[config.mk]
export PLATFORM = sky130hd
export DESIGN_NAME = fwd_ctrl
export DESIGN_NICKNAME = d
export VERILOG_FILES = /design/src/rtl/fwd_ctrl.sv
export SDC_FILE = /design/constraint.sdc
export NUM_CORES = 1
export LEC_CHECK = 0
export BUFFER_PORTS_ARGS = -buffer_cell sky130_fd_sc_hd__buf_2
export CORE_ASPECT_RATIO = 0.7
export CORE_MARGIN = 4
export CORE_UTILIZATION = 35
export DETAILED_ROUTE_END_ITERATION = 8
export PLACE_DENSITY_LB_ADDON = 0.05
export SYNTH_ARGS = -nofsm -noshare
export SYNTH_HDL_FRONTEND = slang
export SYNTH_SLANG_ARGS = --single-unit
[constraint.sdc]
create_clock -name clk -period 2.3 [get_ports clk]
set_input_delay 0.23 -clock clk [delete_from_list [all_inputs] [get_ports clk]]
set_output_delay 0.23 -clock clk [all_outputs]
set_load 0.05 [all_outputs]
[src/rtl/fwd_ctrl.sv]
// fwd_ctrl -- operand-forwarding and load-use interlock controller.
//
// Tracks the instructions in EX, MEM and WB (and RET when FWD_RET_BYPASS_EN
// is defined). It compares the decode-stage sources against those entries
// and registers the operand-mux selects into fwd_a/fwd_b as the instruction
// moves into EX.
//
// Select encoding: 00 register file, 01 MEM result, 10 WB result,
// 11 retired (post-WB) result.
//
// Build option:
//   FWD_RET_BYPASS_EN  defined   -> RET tracker stage built; a WB-entry match
//                                   selects 11.
//                      undefined -> no RET stage; a WB-entry match selects 00
//                                   (the register file is write-first).
//
// Ports:
//   clk, rst       clock; asynchronous active-high reset
//   id_valid       decode stage holds a valid instruction
//   id_rs1/id_rs2  decode source registers
//   id_rd          decode destination register
//   id_regwrite    decode instruction writes id_rd
//   id_memread     decode instruction is a load
//   flush          kill the decode instruction (taken branch)
//   stall          hold PC and IF/ID (combinational)
//   fwd_a/fwd_b    registered operand mux selects for the EX instruction
//   stall_cnt      saturating count of stall cycles
module fwd_ctrl #(
  parameter int unsigned REG_AW = 5,
  parameter int unsigned CNT_W  = 16
) (
  input  logic              clk,
  input  logic              rst,
  input  logic              id_valid,
  input  logic [REG_AW-1:0] id_rs1,
  input  logic [REG_AW-1:0] id_rs2,
  input  logic [REG_AW-1:0] id_rd,
  input  logic              id_regwrite,
  input  logic              id_memread,
  input  logic              flush,
  output logic              stall,
  output logic [1:0]        fwd_a,
  output logic [1:0]        fwd_b,
  output logic [CNT_W-1:0]  stall_cnt
);

`ifdef FWD_RET_BYPASS_EN
  localparam int unsigned NSTG = 4;
`else
  localparam int unsigned NSTG = 3;
`endif

  typedef enum logic [1:0] {
    SEL_RF  = 2'b00,
    SEL_MEM = 2'b01,
    SEL_WB  = 2'b10,
    SEL_RET = 2'b11
  } sel_e;

  typedef struct packed {
    logic              valid;
    logic [REG_AW-1:0] rd;
    logic              regwrite;
    logic              load;
  } ent_t;

  // Index 0 = EX, 1 = MEM, 2 = WB, 3 = RET (3 only with the bypass option).
  ent_t trk [NSTG];
  ent_t id_ent;
  sel_e sel_a, sel_b;
  logic advance;

  function automatic logic hit(input ent_t e, input logic [REG_AW-1:0] rs);
    return e.valid && e.regwrite && (e.rd == rs) && (rs != '0);
  endfunction

  assign id_ent = {1'b1, id_rd, id_regwrite, id_memread};

  // A load in EX cannot supply its result to the next instruction yet.
  // flush overrides the interlock because the decode instruction is killed.
  assign stall = id_valid && !flush && trk[0].valid && trk[0].load &&
                 trk[0].regwrite && (trk[0].rd != '0) &&
                 ((trk[0].rd == id_rs1) || (trk[0].rd == id_rs2));

  assign advance = id_valid && !flush && !stall;

  // Oldest stage is checked first so that younger matches overwrite it.
  // The entry now in EX will be in MEM when the consumer reaches EX, so
  // the select is one stage further down the pipe than the entry matched.
  always_comb begin
    sel_a = SEL_RF;
    sel_b = SEL_RF;
`ifdef FWD_RET_BYPASS_EN
    if (hit(trk[2], id_rs1)) sel_a = SEL_RET;
    if (hit(trk[2], id_rs2)) sel_b = SEL_RET;
`endif
    if (hit(trk[1], id_rs1)) sel_a = SEL_WB;
    if (hit(trk[1], id_rs2)) sel_b = SEL_WB;
    if (hit(trk[0], id_rs1)) sel_a = SEL_MEM;
    if (hit(trk[0], id_rs2)) sel_b = SEL_MEM;
  end

  always_ff @(posedge clk or posedge rst) begin
    if (rst) begin
      for (int unsigned i = 0; i < NSTG; i++) trk[i] <= '0;
      fwd_a     <= '0;
      fwd_b     <= '0;
      stall_cnt <= '0;
    end else begin
      // Older stages always advance, even while decode is held.
      for (int unsigned i = 1; i < NSTG; i++) trk[i] <= trk[i-1];
      if (advance) begin
        trk[0] <= id_ent;
        fwd_a  <= sel_a;
        fwd_b  <= sel_b;
      end else begin
        trk[0] <= '0;
        fwd_a  <= SEL_RF;
        fwd_b  <= SEL_RF;
      end
      if (stall && (stall_cnt != '1)) stall_cnt <= stall_cnt + CNT_W'(1);
    end
  end

endmodule
# Word level (Yosys, flattened, before mapping)
# Cells that the tools add are included.
[word_totals]
regBits = 35
in_bits = 21
[classes]
add_sub_neg = 1
eq_ne = 5
muxes = 7
reduce_logical = 24
[ops]
columns = ["operator", "count"]
rows = [
  ["5-bit equality test", 4],
  ["1-bit logical AND", 18],
  ["16-bit by 1-bit adder with 16-bit output, second input constant", 1],
  ["16-bit != test, second input constant", 1],
  ["5-bit nonzero test", 3],
  ["2-bit two-way mux", 6],
  ["8-bit two-way mux", 1],
  ["1-bit logical NOT", 2],
  ["1-bit logical OR", 1],
]

# Longest topological paths before layout
# Gate-level depths: netlist (run 1).
[logic_depth]
ltp_word = 10
mapped_depth = 7
depth_no_buf = 6

# Worst setup path before layout (run 1)
# OpenSTA, ideal clock, no wires.
[synth_timing]
path_kind = "register -> register"
start = "register stall_cnt[0]"
end = "register stall_cnt[14]"
setup_ns = 0.128
arrival_ns = 1.919
required_time_ns = 2.172
path_slack_ns = 0.253
path_stages_with_launch = 7
synth_period_minus_slack_ns = 2.047
path_cell_list = "dfrtp_1 > ha_1 > nand3_1 > nor2_2 > and3_1 > o2111ai_1 > mux2_1"
[synth_via]
elab_chain_len = 2
[synth_rtl]
columns = ["element", "line_no", "text"]
rows = [
  ["start, declared", "44", "output logic [CNT_W-1:0] stall_cnt"],
  ["start signal, assigned", "121", "if (stall && (stall_cnt != '1)) stall_cnt <= stall_cnt + CNT_W'(1);"],
  ["parallel branches: the longest is 2 deep, another holds 16-bit by 1-bit adder with 16-bit output", "-", ""],
]
# Several ways; the timed one is not identified.
# A chain may end at the register's enable or synchronous reset.

# Worst setup path after layout (run 1)
[layout_timing]
start = "register trk[18] (netlist bit)"
end = "output port stall"
[layout_via]
elab_chain_len = 3
[layout_rtl]
columns = ["element", "line_no", "text"]
rows = [
  ["start, declared", "68", "ent_t trk [NSTG];"],
  ["5-bit equality test / 5-bit nonzero test (equally long branches)", "83, 82", ""],
  ["1-bit logical OR / 1-bit logical AND (equally long branches)", "83, 82", ""],
  ["1-bit logical AND (*)", "82", "trk[0].regwrite && (trk[0].rd != '0) &&"],
  ["end, declared", "41", "output logic stall,"],
]
# Every way passes the cells marked *; elsewhere a longest branch is shown, timed or not.

==> results of run 1 <==
[layer usage]
layer	share of wire, %	track usage [%]	vias up
met5	0	0	-
li1	-	-	651
met2	40	20.04	53
met4	0.17	3.243	0
met3	8.1	4.505	2
met1	52	22.28	662
[cells by family after synthesis]
family          after synthesis  share of synthesized area [%]
simple gates                 53                          19.89
compound gates               21                          9.910
fa+ha+maj                     1                         0.6977
xor+xnor                     32                          15.63
mux                           4                          2.512
buf+inv                       6                          2.511
flops                        35                          48.85
[state kept, by name, indices dropped and copies added (netlist names)]
| signal | flops |
|---|---|
| trk | 15 |
| fwd_a | 2 |
| stall_cnt | 16 |
| fwd_b | 2 |
[final timing paths]
kind | startpoint | cells past startpoint | slack (ps) | to
max | trk[18]$_DFF_PP0_ | 5 | 220 | stall
min in group clk | id_rd[4] | 2 | 200 | trk[22]$_DFF_PP0_
min reg2reg | trk[21]$_DFF_PP0_ | 0 | 490 | trk[13]$_DFF_PP0_
max in group asynchronous | rst | 3 | 1940 | trk[10]$_DFF_PP0_
min | rst | 3 | 40 | trk[17]$_DFF_PP0_
max reg2reg | trk[18]$_DFF_PP0_ | 6 | 420 | stall_cnt[15]$_DFFE_PP0P_
[cells in the mapped netlist, types with 2 or more instances]
master / n / area (um2)
sky130_fd_sc_hd__and2_1: 2 / 12.51
sky130_fd_sc_hd__and3_1: 6 / 37.54
sky130_fd_sc_hd__and4_1: 2 / 17.52
sky130_fd_sc_hd__buf_4: 2 / 15.01
sky130_fd_sc_hd__buf_6: 2 / 22.52
sky130_fd_sc_hd__dfrtp_1: 35 / 875.8
sky130_fd_sc_hd__mux2_1: 2 / 22.52
sky130_fd_sc_hd__mux2_2: 2 / 22.52
sky130_fd_sc_hd__nand2_1: 4 / 15.01
sky130_fd_sc_hd__nand2b_1: 2 / 12.51
sky130_fd_sc_hd__nand3_1: 7 / 35.03
sky130_fd_sc_hd__nand3_2: 2 / 20.02
sky130_fd_sc_hd__nand4_1: 2 / 12.51
sky130_fd_sc_hd__nor2_1: 6 / 22.52
sky130_fd_sc_hd__nor3_1: 3 / 15.01
sky130_fd_sc_hd__nor3_4: 2 / 32.53
sky130_fd_sc_hd__nor3b_1: 7 / 52.55
sky130_fd_sc_hd__o2111ai_1: 5 / 43.79
sky130_fd_sc_hd__o211ai_1: 8 / 60.06
sky130_fd_sc_hd__o21ai_0: 2 / 10.01
sky130_fd_sc_hd__or4_1: 2 / 15.01
sky130_fd_sc_hd__xnor2_1: 28 / 245.2
sky130_fd_sc_hd__xor2_1: 4 / 35.03
[through the flow]
stage | std cells | hold WS [ps] | util (%)
final | 270 | 35.57 | 44.48
after floorplan | 152 | 384.3 | -
after detailed placement | 262 | 364.3 | 42.81
after CTS | 270 | 60.12 | 44.48
after global routing | 270 | 91.29 | 44.48
after global placement | 262 | 349.6 | 42.81
[power breakdown]
part | switching, W | total, W | leakage [nW] | internal, W
logic | 0.0000518 | 0.0000943 | 0.450 | 0.0000426
clock network | 0.000210 | 0.000422 | 0.0422 | 0.000212
registers | 0.0000131 | 0.000639 | 0.480 | 0.000626
[cell type report]
class | instances | area, um2
clock buffers | 7 | 76.32
clock inverters | 1 | 5.005
fillers | 475 | 2699
inverters | 1 | 3.754
multi-input cells | 111 | 872.1
flip-flops and latches | 35 | 875.8
well taps | 69 | 86.33
repair buffers | 46 | 242.7
[critical path, stage by stage, from the launching register on]
cell	delay, ps
sky130_fd_sc_hd__dfrtp_1	460
sky130_fd_sc_hd__xnor2_1	190
sky130_fd_sc_hd__nand3_1	140
sky130_fd_sc_hd__nor3_4	230
sky130_fd_sc_hd__o21a_1	240
sky130_fd_sc_hd__buf_2	300
==> out/qor.txt, run 1 <==
DRT
----------------------------------------------------------------------------------
Average detailed-routed wire length per instance                          15.69 um
Via/cell ratio                                                               5.067
Residual DRC count                                                               0
First-pass DRT Iterations                                                        5
Post-Route WL                                                              4236 um
DRT iter0 DRCs                                                                 108
Detailed-route via count                                                      1368
Remaining number of nets flagged by the antenna check after routing              0

PWR
----------------------------------------------------------------------------------
Lkg Pwr                                                                  0.9728 nW
Power per cell area                                                   534.7 mW/mm2
Total Power                                                             0.001156 W
IR drop worst, VDD                                                       0.2278 mV

FLOORPLAN
----------------------------------------------------------------------------------
Overall die width                                                         93.55 um
Total I/O pin count                                                             42
Effective utilization at floorplan                                          36.89%
Area of the core region                                               0.004861 mm2
Number of placement rows                                                        21
Die height                                                                67.88 um
Die outline area                                                      0.006350 mm2

GLOBAL ROUTING
----------------------------------------------------------------------------------
Number of global-route vias before repair                                     1386
Gr usage total                                                              14.61%
First-pass GRT wire length                                                 7127 um
Pin count of the biggest net entering global routing                            36
Total gr overflow                                                                0
Antenna violations before repair                                                 0

PLACE
----------------------------------------------------------------------------------
GPL Wtd Cong                                                                0.7625
Number of I/O port buffers                                                      41
Placement-stage worst setup slack                                         448.5 ps
Cell area after placement                                             0.002081 mm2
Hpwl dp                                                                    3266 um

TIMING
----------------------------------------------------------------------------------
Final period util                                                           90.46%
Tmin final                                                                 2081 ps
Final total negative setup slack                                              0 ps
Max-slew violation count                                                         0
Worst slew margin                                                           69.87%
Final number of setup-violating endpoints                                        0
Actual slew at the worst max-slew pin                                     451.9 ps
Number of hold violations in the final report                                    0
Worst-case setup margin in the final layout                               219.4 ps
Timing-limited maximum frequency                                         480.6 MHz
Clk_skew                                                                  7.796 ps
Setup repair after global routing missed its margin                          false

CTS
----------------------------------------------------------------------------------
Clock root buffer                                                     sky130_fd_sc_hd__clkbuf_8
CTS Hold Bufs                                                                    0
Clock transition at the registers of the reported paths                      70 ps
Count of cells resized by post-cts repair                                        0
Depth of the CTS H-tree                                                          2
# Post-CTS Setup Buffers                                                         0
CTS Buf Count                                                                    5
TritonCTS Sinks                                                                 35
Clock latency of the later-clocked register in the worst-skew pair          290 ps
Maximum clock path buffer count                                                  2
TritonCTS clock tree                                                           yes

RUN STATUS
----------------------------------------------------------------------------------
Result of the run                                                     complete, no violations

YOSYS
----------------------------------------------------------------------------------
Most common flop cell mapped by yosys                                 sky130_fd_sc_hd__dfrtp_1
Mapped Nets                                                                    174
Async set-or-reset flop fraction in the synthesized netlist                 100.0%
Average instance area after synthesis                                    11.80 um2
Post-synth EDFFs                                                                 0
Post-Synthesis Cell Area                                              0.001793 mm2
Proportion of synthesized chip area in sequential cells                     48.85%
Count of warnings emitted by yosys                                               0
Distinct cell type count of the synthesized netlist                             38
Number of synthesized register bits                                             35
Count of mapped cells out of synthesis                                         152

FINAL LAYOUT
----------------------------------------------------------------------------------
Area growth from synthesis to layout                                        20.59%
Commonest non-fill, non-tap cell in the layout                        sky130_fd_sc_hd__buf_2
Summed area of non-filler cells in the final layout                   0.002162 mm2
# diodes                                                                         0
Most frequent cells in the layout                                     sky130_fd_sc_hd__buf_2, sky130_fd_sc_hd__dfrtp_1, sky130_fd_sc_hd__xnor2_1
Share of layout cells above drive strength 1                                31.34%
NumNets Final                                                                  222

CRITICAL PATH
----------------------------------------------------------------------------------
Endpoint kind of the worst setup timing path                            output pin
Critical path startpoint category                                         register
Data arrival at the endpoint of the critical path                          1850 ps
Critical path peak fanout                                                        4
Critical path required time                                                2070 ps
Critical path type                                                      reg -> out

WORST HOLD PATH
----------------------------------------------------------------------------------
Type of the worst min-delay path                                       in -> async

JOB
----------------------------------------------------------------------------------
Maximum capacitance violations                                                   0

Note: power is estimated with default switching activity, not from simulation.
==> inputs of run 2 (changes only) <==
- CELL_PAD_IN_SITES_DETAIL_PLACEMENT: unset -> 0
- CELL_PAD_IN_SITES_GLOBAL_PLACEMENT: unset -> 1
==> run 2 against run 1 <==
- clock-buffer cell count unchanged
- fmax grew 1.0%
- clock power down 0.9%
- sequential power barely moved
- combinational power increased by 0.5%
- first-iteration DRC count decreased by 47%
- register-to-register slack worse by 20 ps
- final area stayed put
- largest power group unchanged
- cell count unchanged
- clock skew about the same
- sequential share of layout area stayed put
- flip-flop and latch count stayed put
==> out/qor.txt, run 2 (same netlist as run 1, synthesis figures left out) <==
TIMING
----------------------------------------------------------------------------------
Final period util                                                           89.55%
Tmin final                                                                 2060 ps
Max-slew violation count                                                         0
Final number of setup-violating endpoints                                        0
Worst slew margin                                                           70.97%
Clk_skew                                                                  7.931 ps
Number of hold violations in the final report                                    0
Setup repair after global routing missed its margin                          false
Final total negative setup slack                                              0 ps
Actual slew at the worst max-slew pin                                     435.4 ps
Worst slack on hold paths                                                 32.63 ps
Timing-limited maximum frequency                                         485.5 MHz

FLOORPLAN
----------------------------------------------------------------------------------
Overall die width                                                         93.55 um
Effective utilization at floorplan                                          36.89%
Die height                                                                67.88 um
Area of the core region                                               0.004861 mm2
Number of placement rows                                                        21
Total I/O pin count                                                             42
Die outline area                                                      0.006350 mm2

GLOBAL ROUTING
----------------------------------------------------------------------------------
First-pass GRT wire length                                                 7355 um
Number of global-route vias before repair                                     1384
Total gr overflow                                                                0
Antenna violations before repair                                                 0
Gr usage total                                                              15.34%
Pin count of the biggest net entering global routing                            36

RUN STATUS
----------------------------------------------------------------------------------
Result of the run                                                     complete, no violations

CTS
----------------------------------------------------------------------------------
Clock root buffer                                                     sky130_fd_sc_hd__clkbuf_8
CTS Hold Bufs                                                                    0
TritonCTS clock tree                                                           yes
Clock latency of the later-clocked register in the worst-skew pair          280 ps
TritonCTS Sinks                                                                 35
Clock transition at the registers of the reported paths                      70 ps
Depth of the CTS H-tree                                                          2
# Post-CTS Setup Buffers                                                         0
CTS Buf Count                                                                    5
Maximum clock path buffer count                                                  2
Count of cells resized by post-cts repair                                        0

CRITICAL PATH
----------------------------------------------------------------------------------
Endpoint kind of the worst setup timing path                            output pin
Cells along the critical path                                         xnor2_1 -> nand3_1 -> nor3_4 -> o21a_1 -> buf_2
Critical path startpoint category                                         register
Critical path type                                                      reg -> out
Data arrival at the endpoint of the critical path                          1830 ps
Worst reg2reg path startpoint                                         trk[20]$_DFF_PP0_
Max stage delay on crit path                                                450 ps
Crit path launch                                                      trk[20]$_DFF_PP0_
Critical path peak fanout                                                        4
Cell class contributing the biggest share of worst-path delay           flip-flops
Worst path buffer plus inverter count                                            1
Critical path required time                                                2070 ps
Slowest-stage cell, CP                                                sky130_fd_sc_hd__dfrtp_1

FINAL LAYOUT
----------------------------------------------------------------------------------
Filler instances                                                               475
Number of flip-flops under the largest register name                            16
Multi-input gate area in the final layout                                872.1 um2
Most flop-heavy register                                                 stall_cnt
Sequential cell area                                                     875.8 um2
Largest registers                                                     stall_cnt (16), trk (15)
NumNets Final                                                                  222
Most frequent cells in the layout                                     sky130_fd_sc_hd__buf_2, sky130_fd_sc_hd__dfrtp_1, sky130_fd_sc_hd__xnor2_1
Commonest non-fill, non-tap cell in the layout                        sky130_fd_sc_hd__buf_2
Area growth from synthesis to layout                                        20.59%
Share of layout cells above drive strength 1                                31.34%
# diodes                                                                         0

DRT
----------------------------------------------------------------------------------
Post-Route WL                                                              4199 um
Remaining number of nets flagged by the antenna check after routing              0
DRT iter0 DRCs                                                                  57
Detailed-route via count                                                      1354
Average detailed-routed wire length per instance                          15.55 um
Residual DRC count                                                               0
Via/cell ratio                                                               5.015
First-pass DRT Iterations                                                        4

PLACE
----------------------------------------------------------------------------------
Hpwl dp                                                                    3252 um
Number of I/O port buffers                                                      41
GPL Wtd Cong                                                                0.8154

JOB
----------------------------------------------------------------------------------
Maximum capacitance violations                                                   0

WORST HOLD PATH
----------------------------------------------------------------------------------
Type of the worst min-delay path                                       in -> async

PWR
----------------------------------------------------------------------------------
IR drop worst, VDD                                                       0.2456 mV
Lkg Pwr                                                                  0.9728 nW
Power per cell area                                                   533.0 mW/mm2

==> run 2: power by group <==
group	total, W	internal (W)	leakage (nW)	switching [W]
logic	0.0000948	0.0000426	0.450	0.0000522
clock network	0.000418	0.000212	0.0422	0.000206
registers	0.000639	0.000626	0.480	0.0000132
total	0.00115	0.000881	0.973	0.000271
==> run 2: worst register-to-register path, delay by kind of cell, from the launching register on <==
| family | cells | cell delay [ps] |
|---|---|---|
| flops | 1 | 450 |
| simple gates | 2 | 400 |
| mux | 1 | 350 |
| buf+inv | 1 | 260 |
| xor+xnor | 1 | 180 |
| compound gates | 1 | 140 |
==> run 2: final timing paths <==
check,to,slack (ps),depth (start not counted)
max,stall,240,5
min in group clk,trk[18]$_DFF_PP0_,200,2
min,stall_cnt[9]$_DFFE_PP0P_,30,3
max in group asynchronous,trk[13]$_DFF_PP0_,1950,3
max reg2reg,stall_cnt[15]$_DFFE_PP0P_,400,6
min reg2reg,trk[10]$_DFF_PP0_,490,0
==> run 2: per-stage QoR <==
step | utilization [%] | power [W] | cells | setup slack (ps) | area, um2
floorplan | - | 0.0007069 | 152 | 253.5 | 1793
global placement | 42.81 | 0.0007458 | 262 | 455.2 | 2081
finish | 44.48 | 0.001152 | 270 | 240.4 | 2162
CTS | 44.48 | 0.001165 | 270 | 224.6 | 2162
global route | 44.48 | 0.001207 | 270 | 68.97 | 2162
detailed placement | 42.81 | 0.0007470 | 262 | 426.7 | 2081
==> run 2: layout make-up <==
| cell class | instances | share of cell area, % |
|---|---|---|
| clock buffer | 7 | 3.530 |
| sequential | 35 | 40.51 |
| tap | 69 | 3.993 |
| inverter | 1 | 0.1736 |
| timing repair buffer | 46 | 11.23 |
| clock inverter | 1 | 0.2315 |
| multi-input combinational | 111 | 40.34 |
==> run 2: per-layer routing <==
layer / up-vias / share of wire (%) / global-route usage, %
met2: 54 / 39 / 19.77
met1: 647 / 52 / 23.76
met5: - / 0 / 0
li1: 649 / - / -
met4: 0 / 0.69 / 3.964
met3: 4 / 8.6 / 5.385
==> inputs of run 3 (changes only) <==
- CORE_MARGIN: 4 -> 3
- REMOVE_ABC_BUFFERS: unset -> 1
==> run 3 against run 2 <==
- register-to-register slack is essentially flat
- die area down 5.0%
- critical path type unchanged
- first-iteration DRC count rose by 33%
- clock power is 4% higher
- core utilization increased by 0.36 points
- via count decreased by 3.2%
- power is 1.5% higher
- critical endpoint unchanged
- combinational power is 2.2% higher
- worst hold slack better by 12 ps
- global-route usage is 0.50 points lower
==> out/qor.txt, run 3 (same netlist as run 1, synthesis figures left out) <==
PWR
----------------------------------------------------------------------------------
Clock network power share                                                    37.1%
Net switching share of the total power                                      25.04%
Lkg Pwr                                                                  0.9891 nW
Combinational cell fraction of total power                                    8.3%
IR drop worst, VDD                                                       0.2093 mV
P_sw                                                                   0.0002929 W
Internal power of the cells                                            0.0008768 W
Power per cell area                                                   536.7 mW/mm2
Portion of total power attributed to sequential cells                        54.6%

GLOBAL ROUTING
----------------------------------------------------------------------------------
Antenna violations before repair                                                 0
Pin count of the biggest net entering global routing                            36
First-pass GRT wire length                                                 6927 um
Total gr overflow                                                                0
Gr usage total                                                              14.83%
Number of global-route vias before repair                                     1318

RUN STATUS
----------------------------------------------------------------------------------
Result of the run                                                     complete, no violations

CTS
----------------------------------------------------------------------------------
Clock root buffer                                                     sky130_fd_sc_hd__clkbuf_8
CTS Hold Bufs                                                                    0
Clock transition at the registers of the reported paths                      80 ps
# Post-CTS Setup Buffers                                                         0
Maximum clock path buffer count                                                  2
TritonCTS Sinks                                                                 35
CTS Buf Count                                                                    5
Clock latency of the later-clocked register in the worst-skew pair          280 ps
Count of cells resized by post-cts repair                                        0
Depth of the CTS H-tree                                                          2
TritonCTS clock tree                                                           yes

TIMING
----------------------------------------------------------------------------------
Max-slew violation count                                                         0
Number of hold violations in the final report                                    0
Final period util                                                           92.87%
Worst slew margin                                                           70.13%
Worst-case setup margin in the final layout                               164.1 ps
Actual slew at the worst max-slew pin                                     445.4 ps
Tmin final                                                                 2136 ps
Final number of setup-violating endpoints                                        0
Setup repair after global routing missed its margin                          false
Timing-limited maximum frequency                                         468.2 MHz
Final total negative setup slack                                              0 ps
Clk_skew                                                                  7.634 ps

DRT
----------------------------------------------------------------------------------
Residual DRC count                                                               0
First-pass DRT Iterations                                                        4
Average detailed-routed wire length per instance                          15.29 um
Post-Route WL                                                              4158 um
Detailed-route via count                                                      1311
Remaining number of nets flagged by the antenna check after routing              0
DRT iter0 DRCs                                                                  76
Via/cell ratio                                                               4.820

CRITICAL PATH
----------------------------------------------------------------------------------
Endpoint kind of the worst setup timing path                            output pin
Worst path buffer plus inverter count                                            1
Critical path required time                                                2070 ps
Slowest-stage cell, CP                                                sky130_fd_sc_hd__dfrtp_1
Max stage delay on crit path                                                450 ps
Cell class contributing the biggest share of worst-path delay           flip-flops
Data arrival at the endpoint of the critical path                          1910 ps
Critical path peak fanout                                                        5
Critical path startpoint category                                         register
Critical path type                                                      reg -> out
Cells along the critical path                                         xnor2_1 -> nand3_1 -> nor3_4 -> o21a_1 -> buf_2

FINAL LAYOUT
----------------------------------------------------------------------------------
Most flop-heavy register                                                 stall_cnt
Summed area of non-filler cells in the final layout                   0.002180 mm2
NumNets Final                                                                  224
Area growth from synthesis to layout                                        21.56%
Commonest non-fill, non-tap cell in the layout                        sky130_fd_sc_hd__buf_2
Most frequent cells in the layout                                     sky130_fd_sc_hd__buf_2, sky130_fd_sc_hd__dfrtp_1, sky130_fd_sc_hd__xnor2_1
Post-layout instance count excluding filler cells                              272
# diodes                                                                         0
Number of flip-flops under the largest register name                            16
Share of layout cells above drive strength 1                                33.00%
Largest registers                                                     stall_cnt (16), trk (15)

FLOORPLAN
----------------------------------------------------------------------------------
Die outline area                                                      0.006031 mm2
Overall die width                                                         91.55 um
Die height                                                                65.88 um
Number of placement rows                                                        21
Total I/O pin count                                                             42
Area of the core region                                               0.004861 mm2
Effective utilization at floorplan                                          36.89%

PLACE
----------------------------------------------------------------------------------
Hpwl dp                                                                    3118 um
Number of instances in the placed design                                       264
Number of I/O port buffers                                                      41
GPL Wtd Cong                                                                0.7498
Cell area after placement                                             0.002096 mm2
Placement-stage worst setup slack                                         400.0 ps

JOB
----------------------------------------------------------------------------------
Maximum capacitance violations                                                   0

WORST HOLD PATH
----------------------------------------------------------------------------------
Type of the worst min-delay path                                       in -> async

-- run 3: cell types whose count changed in the layout (fill, tap and decap cells not counted), sizes merged --
cell,delta
buf,+2
clkbuf,-2
clkinv,+2
-- run 3: path summary, 6_finish.rpt --
kind	from	endpoint	slack (ps)	depth (start not counted)
worst max-delay path	trk[21]$_DFF_PP0_	stall	160	5
worst min-delay path	rst	stall_cnt[7]$_DFFE_PP0P_	40	3
worst max register to register	stall_cnt[0]$_DFFE_PP0P_	stall_cnt[1]$_DFFE_PP0P_	390	6
worst min register to register	trk[20]$_DFF_PP0_	trk[12]$_DFF_PP0_	490	0
max in group asynchronous	rst	trk[18]$_DFF_PP0_	1940	3
min in group clk	id_rd[3]	trk[21]$_DFF_PP0_	200	2
-- run 3: area by class of cell --
type | count | area [um2]
clock buffers | 5 | 68.82
well taps | 69 | 86.33
fillers | 471 | 2681
inverters | 1 | 3.754
flip-flops and latches | 35 | 875.8
multi-input cells | 111 | 872.1
clock inverters | 3 | 15.01
repair buffers | 48 | 257.7
-- run 3: per-stage QoR --
step                      hold slack [ps]   power, W  utilization [%]
after floorplan                     384.3  0.0007042                -
after global placement              350.6  0.0007477            43.11
after detailed placement            367.3  0.0007490            43.11
after CTS                           64.35   0.001184            44.84
after global routing                84.94   0.001220            44.84
final                               44.78   0.001170            44.84
-- run 3: per-layer routing --
layer / vias to the layer above / share of wire (%) / track usage (%)
met5: - / 0 / 0
met4: 0 / 0.46 / 3.947
met3: 2 / 5.5 / 4.096
met2: 32 / 38 / 19.38
met1: 625 / 56 / 23.24
li1: 652 / - / -
-- run 3: power by group through the flow --
| stage | Sequential [W] | Clock [W] | Combinational, W |
|---|---|---|---|
| final | 0.000639 | 0.000434 | 0.0000969 |
| after global routing | 0.000640 | 0.000473 | 0.000107 |
| after CTS | 0.000639 | 0.000447 | 0.0000985 |
| after detailed placement | 0.000651 | 0 | 0.0000979 |
| after global placement | 0.000651 | 0 | 0.0000970 |
| after floorplan | 0.000647 | 0 | 0.0000568 |
-- run 3: tightest hold or removal path, stage by stage --
cell and delay, ps:
sky130_fd_sc_hd__buf_2 90, sky130_fd_sc_hd__inv_1 40, sky130_fd_sc_hd__buf_4 390
